[src/rtl/shared_mul_gf4_selftest_if.sv]
// Shared-operand bus between the GF(2^4) multiplier self-test and the multiplier under test.
// Share i of X, Y and Q occupies bits [4i+3:4i]; Z carries the fresh randomness.
interface shared_mul_gf4_selftest_if #(
    parameter int SHARES = 2
);
    logic [4*SHARES-1:0]            _XxDO;
    logic [4*SHARES-1:0]            _YxDO;
    logic [2*SHARES*(SHARES-1)-1:0] _ZxDO;
    logic [4*SHARES-1:0]            _QxDI;

    modport master (
        output _XxDO,
        output _YxDO,
        output _ZxDO,
        input  _QxDI
    );

    modport slave (
        input  _XxDO,
        input  _YxDO,
        input  _ZxDO,
        output _QxDI
    );
endinterface

[src/rtl/shared_mul_gf4_selftest.sv]
// Self-test sequencer and response checker for the shared GF(2^4) multiplier: an unmasked
// reference sweep fills a golden table, then a masked sweep is compared against it.
//
// state  | meaning
// IDLE   | waiting for Start after reset
// REF    | issuing all 256 {x,y} pairs with zero masks, results go to the golden table
// DRAIN1 | LATENCY cycles with no issue so the last reference result lands
// CHK    | issuing all 256 pairs with LFSR masks, results compared to the golden table
// DRAIN2 | LATENCY cycles with no issue so the last checked result lands
// DONE   | verdict valid, Start begins a new run
module shared_mul_gf4_selftest #(
    parameter int          SHARES  = 2,
    parameter int          LATENCY = 1,
    parameter logic [31:0] SEED    = 32'hACE1_2357
) (
    input  logic                             ClkxCI,
    input  logic                             RstxRI,
    input  logic                             StartxSI,
    shared_mul_gf4_selftest_if.master        mulBus,
    output logic                             BusyxSO,
    output logic                             DonexSO,
    output logic                             PassxSO,
    output logic [8:0]                       ErrCntxDO,
    output logic [7:0]                       FirstErrxDO
);

    localparam int          ZW     = 2*SHARES*(SHARES-1);
    localparam int          MASKW  = 8*(SHARES-1) + ZW;
    localparam int          NWORDS = (MASKW + 31) / 32;
    localparam int          DCW    = (LATENCY > 1) ? $clog2(LATENCY) : 1;
    localparam logic [31:0] TAPS   = 32'h8020_0003;

    if (SHARES < 2) begin : gSharesChk
        $error("SHARES must be at least 2");
    end
    if (LATENCY < 1) begin : gLatencyChk
        $error("LATENCY must be at least 1");
    end

    typedef enum logic [2:0] {
        IDLE   = 3'd0,
        REF    = 3'd1,
        DRAIN1 = 3'd2,
        CHK    = 3'd3,
        DRAIN2 = 3'd4,
        DONE   = 3'd5
    } stateT;

    stateT              statexDP, statexDN;
    logic [7:0]         idxxDP, idxxDN;
    logic [DCW-1:0]     drainCntxDP, drainCntxDN;
    logic               startAccept;
    logic [31:0]        lfsrxDP, lfsrNext, lfsrWalk;
    logic [32*NWORDS-1:0] poolFull;
    logic [MASKW-1:0]   maskPool;
    logic [4*SHARES-1:0] xShares, yShares;
    logic [ZW-1:0]      zBits;
    logic [3:0]         xAcc, yAcc;
    logic [3:0]         qRecomb;
    logic               tagVldxDP [LATENCY];
    logic [7:0]         tagIdxxDP [LATENCY];
    logic               capVld;
    logic [7:0]         capIdx;
    logic               goldWr, mismatch;
    logic [3:0]         goldxDP [256];
    logic [8:0]         errCntxDP;
    logic [7:0]         firstErrxDP;
    logic               issue;

    function automatic logic [31:0] lfsrStep(input logic [31:0] s);
        return (s >> 1) ^ (s[0] ? TAPS : 32'h0);
    endfunction

    always_ff @(posedge ClkxCI) begin
        if (RstxRI) begin
            statexDP    <= IDLE;
            idxxDP      <= 8'h00;
            drainCntxDP <= '0;
        end else begin
            statexDP    <= statexDN;
            idxxDP      <= idxxDN;
            drainCntxDP <= drainCntxDN;
        end
    end

    always_comb begin
        statexDN    = statexDP;
        idxxDN      = idxxDP;
        drainCntxDN = drainCntxDP;
        startAccept = 1'b0;
        case (statexDP)
            IDLE, DONE: begin
                if (StartxSI) begin
                    statexDN    = REF;
                    idxxDN      = 8'h00;
                    startAccept = 1'b1;
                end
            end
            REF: begin
                idxxDN = idxxDP + 8'd1;
                if (idxxDP == 8'hFF) begin
                    statexDN    = DRAIN1;
                    drainCntxDN = DCW'(LATENCY-1);
                end
            end
            DRAIN1: begin
                if (drainCntxDP == '0) statexDN = CHK;
                else                   drainCntxDN = drainCntxDP - 1'b1;
            end
            CHK: begin
                idxxDN = idxxDP + 8'd1;
                if (idxxDP == 8'hFF) begin
                    statexDN    = DRAIN2;
                    drainCntxDN = DCW'(LATENCY-1);
                end
            end
            DRAIN2: begin
                if (drainCntxDP == '0) statexDN = DONE;
                else                   drainCntxDN = drainCntxDP - 1'b1;
            end
            default: statexDN = IDLE;
        endcase
    end

    assign issue = (statexDP == REF) || (statexDP == CHK);

    // The LFSR free-runs in every state, so successive runs see different masks.
    always_comb begin
        lfsrWalk = lfsrxDP;
        poolFull = '0;
        for (int i = 0; i < NWORDS; i++) begin
            poolFull[32*i +: 32] = lfsrWalk;
            lfsrWalk = lfsrStep(lfsrWalk);
        end
        lfsrNext = lfsrWalk;
        maskPool = MASKW'(poolFull);
    end

    always_ff @(posedge ClkxCI) begin
        if (RstxRI) lfsrxDP <= SEED;
        else        lfsrxDP <= lfsrNext;
    end

    always_comb begin
        xShares = '0;
        yShares = '0;
        zBits   = '0;
        xAcc    = idxxDP[7:4];
        yAcc    = idxxDP[3:0];
        if (statexDP == REF) begin
            xShares[3:0] = idxxDP[7:4];
            yShares[3:0] = idxxDP[3:0];
        end else if (statexDP == CHK) begin
            for (int i = 1; i < SHARES; i++) begin
                xShares[4*i +: 4] = maskPool[4*(i-1) +: 4];
                yShares[4*i +: 4] = maskPool[4*(SHARES-1) + 4*(i-1) +: 4];
                xAcc = xAcc ^ maskPool[4*(i-1) +: 4];
                yAcc = yAcc ^ maskPool[4*(SHARES-1) + 4*(i-1) +: 4];
            end
            xShares[3:0] = xAcc;
            yShares[3:0] = yAcc;
            zBits        = maskPool[8*(SHARES-1) +: ZW];
        end
    end

    assign mulBus._XxDO = xShares;
    assign mulBus._YxDO = yShares;
    assign mulBus._ZxDO = zBits;

    // Tag pipe mirrors the multiplier latency so each result knows which pair produced it.
    always_ff @(posedge ClkxCI) begin
        if (RstxRI) begin
            for (int i = 0; i < LATENCY; i++) begin
                tagVldxDP[i] <= 1'b0;
                tagIdxxDP[i] <= 8'h00;
            end
        end else begin
            tagVldxDP[0] <= issue;
            tagIdxxDP[0] <= idxxDP;
            for (int i = 1; i < LATENCY; i++) begin
                tagVldxDP[i] <= tagVldxDP[i-1];
                tagIdxxDP[i] <= tagIdxxDP[i-1];
            end
        end
    end

    assign capVld = tagVldxDP[LATENCY-1];
    assign capIdx = tagIdxxDP[LATENCY-1];

    always_comb begin
        qRecomb = 4'h0;
        for (int i = 0; i < SHARES; i++) qRecomb = qRecomb ^ mulBus._QxDI[4*i +: 4];
    end

    assign goldWr   = capVld && ((statexDP == REF) || (statexDP == DRAIN1));
    assign mismatch = capVld && ((statexDP == CHK) || (statexDP == DRAIN2))
                      && (qRecomb != goldxDP[capIdx]);

    always_ff @(posedge ClkxCI) begin
        if (goldWr) goldxDP[capIdx] <= qRecomb;
    end

    always_ff @(posedge ClkxCI) begin
        if (RstxRI) begin
            errCntxDP   <= 9'd0;
            firstErrxDP <= 8'h00;
        end else if (startAccept) begin
            errCntxDP   <= 9'd0;
            firstErrxDP <= 8'h00;
        end else if (mismatch) begin
            if (errCntxDP != 9'd256) errCntxDP <= errCntxDP + 9'd1;
            if (errCntxDP == 9'd0)   firstErrxDP <= capIdx;
        end
    end

    assign BusyxSO     = (statexDP == REF) || (statexDP == DRAIN1)
                         || (statexDP == CHK) || (statexDP == DRAIN2);
    assign DonexSO     = (statexDP == DONE);
    assign PassxSO     = (statexDP == DONE) && (errCntxDP == 9'd0);
    assign ErrCntxDO   = errCntxDP;
    assign FirstErrxDO = firstErrxDP;

endmodule

[src/flat_wrapper.sv]
// flat-port wrapper written by rule: the top's interface ports become plain ports
module shared_mul_gf4_selftest_flat 
#(
    parameter int          SHARES  = 2,
    parameter int          LATENCY = 1,
    parameter logic [31:0] SEED    = 32'hACE1_2357
)
  (ClkxCI, RstxRI, StartxSI, BusyxSO, DonexSO, PassxSO, ErrCntxDO, FirstErrxDO, mulBus__XxDO, mulBus__YxDO, mulBus__ZxDO, mulBus__QxDI);
  shared_mul_gf4_selftest_if #(.SHARES(SHARES)) mulBus_i ();
  input  logic ClkxCI;
  input  logic RstxRI;
  input  logic StartxSI;
  output logic BusyxSO;
  output logic DonexSO;
  output logic PassxSO;
  output logic [8:0] ErrCntxDO;
  output logic [7:0] FirstErrxDO;
  output wire logic [$bits(mulBus_i._XxDO)-1:0] mulBus__XxDO;
  output wire logic [$bits(mulBus_i._YxDO)-1:0] mulBus__YxDO;
  output wire logic [$bits(mulBus_i._ZxDO)-1:0] mulBus__ZxDO;
  input wire logic [$bits(mulBus_i._QxDI)-1:0] mulBus__QxDI;
  assign mulBus__XxDO = mulBus_i._XxDO;
  assign mulBus__YxDO = mulBus_i._YxDO;
  assign mulBus__ZxDO = mulBus_i._ZxDO;
  assign mulBus_i._QxDI = mulBus__QxDI;
  shared_mul_gf4_selftest #(.SHARES(SHARES), .LATENCY(LATENCY), .SEED(SEED)) u_core (.ClkxCI(ClkxCI), .RstxRI(RstxRI), .StartxSI(StartxSI), .mulBus(mulBus_i), .BusyxSO(BusyxSO), .DonexSO(DonexSO), .PassxSO(PassxSO), .ErrCntxDO(ErrCntxDO), .FirstErrxDO(FirstErrxDO));
endmodule
[config.mk]
export PLATFORM = sky130hd
export DESIGN_NAME = shared_mul_gf4_selftest_flat
export DESIGN_NICKNAME = d
export VERILOG_FILES = /design/src/rtl/shared_mul_gf4_selftest_if.sv /design/src/rtl/shared_mul_gf4_selftest.sv /design/src/flat_wrapper.sv
export SDC_FILE = /design/constraint.sdc
export NUM_CORES = 1
export LEC_CHECK = 0
export ABC_CLOCK_PERIOD_IN_PS = 14100
export BUFFER_PORTS_ARGS = -buffer_cell sky130_fd_sc_hd__buf_2
export CAP_MARGIN = 10
export CELL_PAD_IN_SITES_DETAIL_PLACEMENT = 0
export CELL_PAD_IN_SITES_GLOBAL_PLACEMENT = 1
export CORE_UTILIZATION = 59
export DETAILED_ROUTE_END_ITERATION = 7
export PLACE_DENSITY_LB_ADDON = 0.25
export SYNTH_ARGS = -nofsm -noshare
export SYNTH_HDL_FRONTEND = slang
export SYNTH_SLANG_ARGS = --single-unit
[constraint.sdc]
create_clock -name ClkxCI -period 14.1 [get_ports ClkxCI]
set_input_delay 0.705 -clock ClkxCI [delete_from_list [all_inputs] [get_ports ClkxCI]]
set_output_delay 0.705 -clock ClkxCI [all_outputs]
set_load 0.01 [all_outputs]
==> flow_metrics.tcl <==
set metrics [dict create \
    cp-start-kind "register" \
    clock_skew_ns 0.0305 \
    cts_buffer_depth 3 \
    drv_cap 0 \
    nets 2638 \
    postCtsSetupBuffers 0 \
    switchingPower_uw 1470 \
    period_minus_slack_ns 5.83 \
    place.detailed.hpwl_um 63900 \
    finalCritPeriodShare 0.413 \
    drcViolationCount 0 \
    rrSetupSlack_ns 8.27 \
    cts_max_level 3 \
    final_util 0.657 \
    yosysWarnings 0 \
    antenna_found_initial 0 \
    cp-end-kind "register" \
    holdCritPathClass "register to register" \
    cts_tree "done" \
    met1_usage 0.398 \
    cts.repair.resized 0 \
    peakVddDrop_mv 0.149 \
    async_flop_share 0 \
    syn_inst 2588 \
    regArea_um2 32100 \
    synthesis.nets 2602 \
    grt_setup_unrepaired "false" \
    drtAntennaViolNets 0 \
    combPwrFrac 0.059 \
    pwr-share-clk 0.408 \
    maxSlewViolCount 0 \
    layout_common_cells "edfxtp_1 (1,024), mux2i_1 (311), nor2_1 (304), a22oi_1 (142), clkbuf_16 (108)" \
    firstDrtPassIters 5 \
    hold_slack_ns 0.406 \
    max_freq_mhz 172 \
    multi_input_area_um2 10900 \
    cp.required_ns 14.68 \
    place_congestion 0.865 \
    synth_edf_count 1024 \
    status "finished clean" \
    routed_wl_um 108000 \
    rows 99 \
    vias_per_cell 6.57 \
    syn_area_um2 44100 \
    setup-violations-final 0 \
    start_util 0.601 \
    grt_usage 0.289 \
    worst_slew_pin_slew_ns 1.30 \
    hold_viol_final 0 \
    syn2layout_area_growth_pct 9.47 \
    cts_buffers 105 \
    final_common_cell "edfxtp_1" \
    avgSynthCellArea_um2 17.0 \
    first_iter_violations 2727 \
    io_buffers 50 \
    critPathMaxFanout 57 \
    routedWlPerCell_um 29.4 \
    clk_pin_slew_ns 0.06 \
    met2_usage 0.461 \
    die-area_um2 75900 \
    worstPathArrival_ns 6.40 \
    cts_sinks 1093 \
    die_width_um 275 \
    insertion_delay_ns 0.67 \
    ys.flop_type "edfxtp_1" \
    ioPinCount 51 \
    slew_headroom 0.134 \
    gr-usage-met3 0.0505 \
    hold_buffers 0 \
    p_leak_uw 0.0147 \
    grt_pass1_wl_um 157000 \
    die_y_um 275 \
    grt_max_degree 171 \
    p_per_area_nw_per_um2 141 \
    drive_above_1_share 0.141 \
    num_vias 24100 \
    fillers 4960 \
    busiest_layer "met2" \
    core-area_um2 73500 \
    crit_type "register to register" \
    grt_pass1_vias 23800 \
    grt.overflow.total 0 \
    seqPwrFrac 0.533 \
    p_sw_frac 0.215 \
    ys_ff_latch 1093 \
    yosysUniqueCellTypes 77 \
    intPower_uw 5350 \
    clock-root-buffer "clkbuf_16" \
    ys_seq_area_frac 0.728 \
    fin_tns_setup_ns 0 \
]
## registers in the layout (all words and copies together) (netlist names)
| register | cells |
|---|---|
| u_core.ErrCntxDO | 9 |
| u_core.FirstErrxDO | 8 |
| u_core.goldxDP | 1024 |
| u_core.idxxDP | 8 |
| u_core.lfsrxDP | 32 |
| u_core.statexDP | 3 |
| u_core.tagIdxxDP | 8 |
| u_core.tagVldxDP | 1 |
## logic make-up after synthesis
kind of cell,after synthesis,synth area share
multiplexers,428,0.131
flip-flops,1093,0.728
AND/OR/NAND/NOR,600,0.0625
buffers and inverters,175,0.0271
AO/OA/AOI/OAI,264,0.0446
XOR/XNOR,25,0.00530
adder cells (fa/ha/maj),3,0.000851
## stage by stage
| stage | worst slack (ns) | power [uW] | std cells | cell area, um^2 |
|---|---|---|---|---|
| 6_report | 8.27 | 6820 | 3672 | 48300 |
| 4_1_cts | 8.27 | 6830 | 3671 | 48300 |
| 3_5_place_dp | 8.31 | 4110 | 3476 | 44900 |
| 5_1_grt | 7.89 | 6980 | 3671 | 48300 |
| 3_3_place_gp | 8.44 | 4090 | 3476 | 44900 |
| 2_1_floorplan | 4.28 | 4050 | 2588 | 44100 |
## cells in the mapped netlist, types with 25 or more instances
| library cell | instances | share of area |
|---|---|---|
| a21oi_1 | 32 | 0.0036 |
| a22oi_1 | 142 | 0.024 |
| buf_2 | 25 | 0.0028 |
| clkbuf_1 | 81 | 0.0069 |
| dfxtp_1 | 69 | 0.031 |
| edfxtp_1 | 1024 | 0.70 |
| mux2i_1 | 311 | 0.071 |
| mux4_1 | 27 | 0.016 |
| mux4_2 | 85 | 0.043 |
| nand2_1 | 79 | 0.0067 |
| nand3_1 | 66 | 0.0075 |
| nor2_1 | 305 | 0.026 |
| nor2b_1 | 44 | 0.0062 |
## final cells by class
cell class	count	share of cell area
Sequential cell	1093	0.666
Multi-Input combinational cell	1320	0.226
Clock buffer	148	0.0601
Tap cell	959	0.0248
Timing Repair Buffer	95	0.0127
Clock inverter	47	0.0101
Inverter	9	0.000700
Antenna cell	1	0.0000518
## final timing paths
check | from | end | depth (start not counted)
max reg2reg | u_core.tagIdxxDP[0][0] | u_core.ErrCntxDO[0] | 13
min reg2reg | u_core.lfsrxDP[30] | u_core.lfsrxDP[29] | 1
max | u_core.tagIdxxDP[0][0] | u_core.ErrCntxDO[0] | 13
min | u_core.lfsrxDP[30] | u_core.lfsrxDP[29] | 1
## metal layers
metal  vias to the layer above  wire length, um
met5                         -                0
met4                         0             4270
met3                       221             8930
met2                      1221            52500
met1                     12400            42400
li1                      10300                -
## worst max-delay path, cell delays in order (launching register included)
cell and delay, ns:
dfxtp_4 1.04, buf_4 0.74, buf_4 0.75, mux2i_1 0.17, a22oi_1 0.25, nand3_1 0.19, a41oi_1 0.71, nor4_1 0.11
mux2i_1 0.28, xnor2_2 0.16, o21ai_4 0.13, o31ai_2 0.70, o21ai_0 0.20, a21oi_1 0.16
## power by group through the flow
stage | Combinational, uW | Sequential, uW | Clock, uW
4_1_cts | 404 | 3630 | 2800
2_1_floorplan | 327 | 3720 | 0
3_3_place_gp | 394 | 3700 | 0
3_5_place_dp | 404 | 3700 | 0
5_1_grt | 431 | 3630 | 2920
6_report | 403 | 3630 | 2780
No activity file was read; power rests on OpenSTA's default activity.
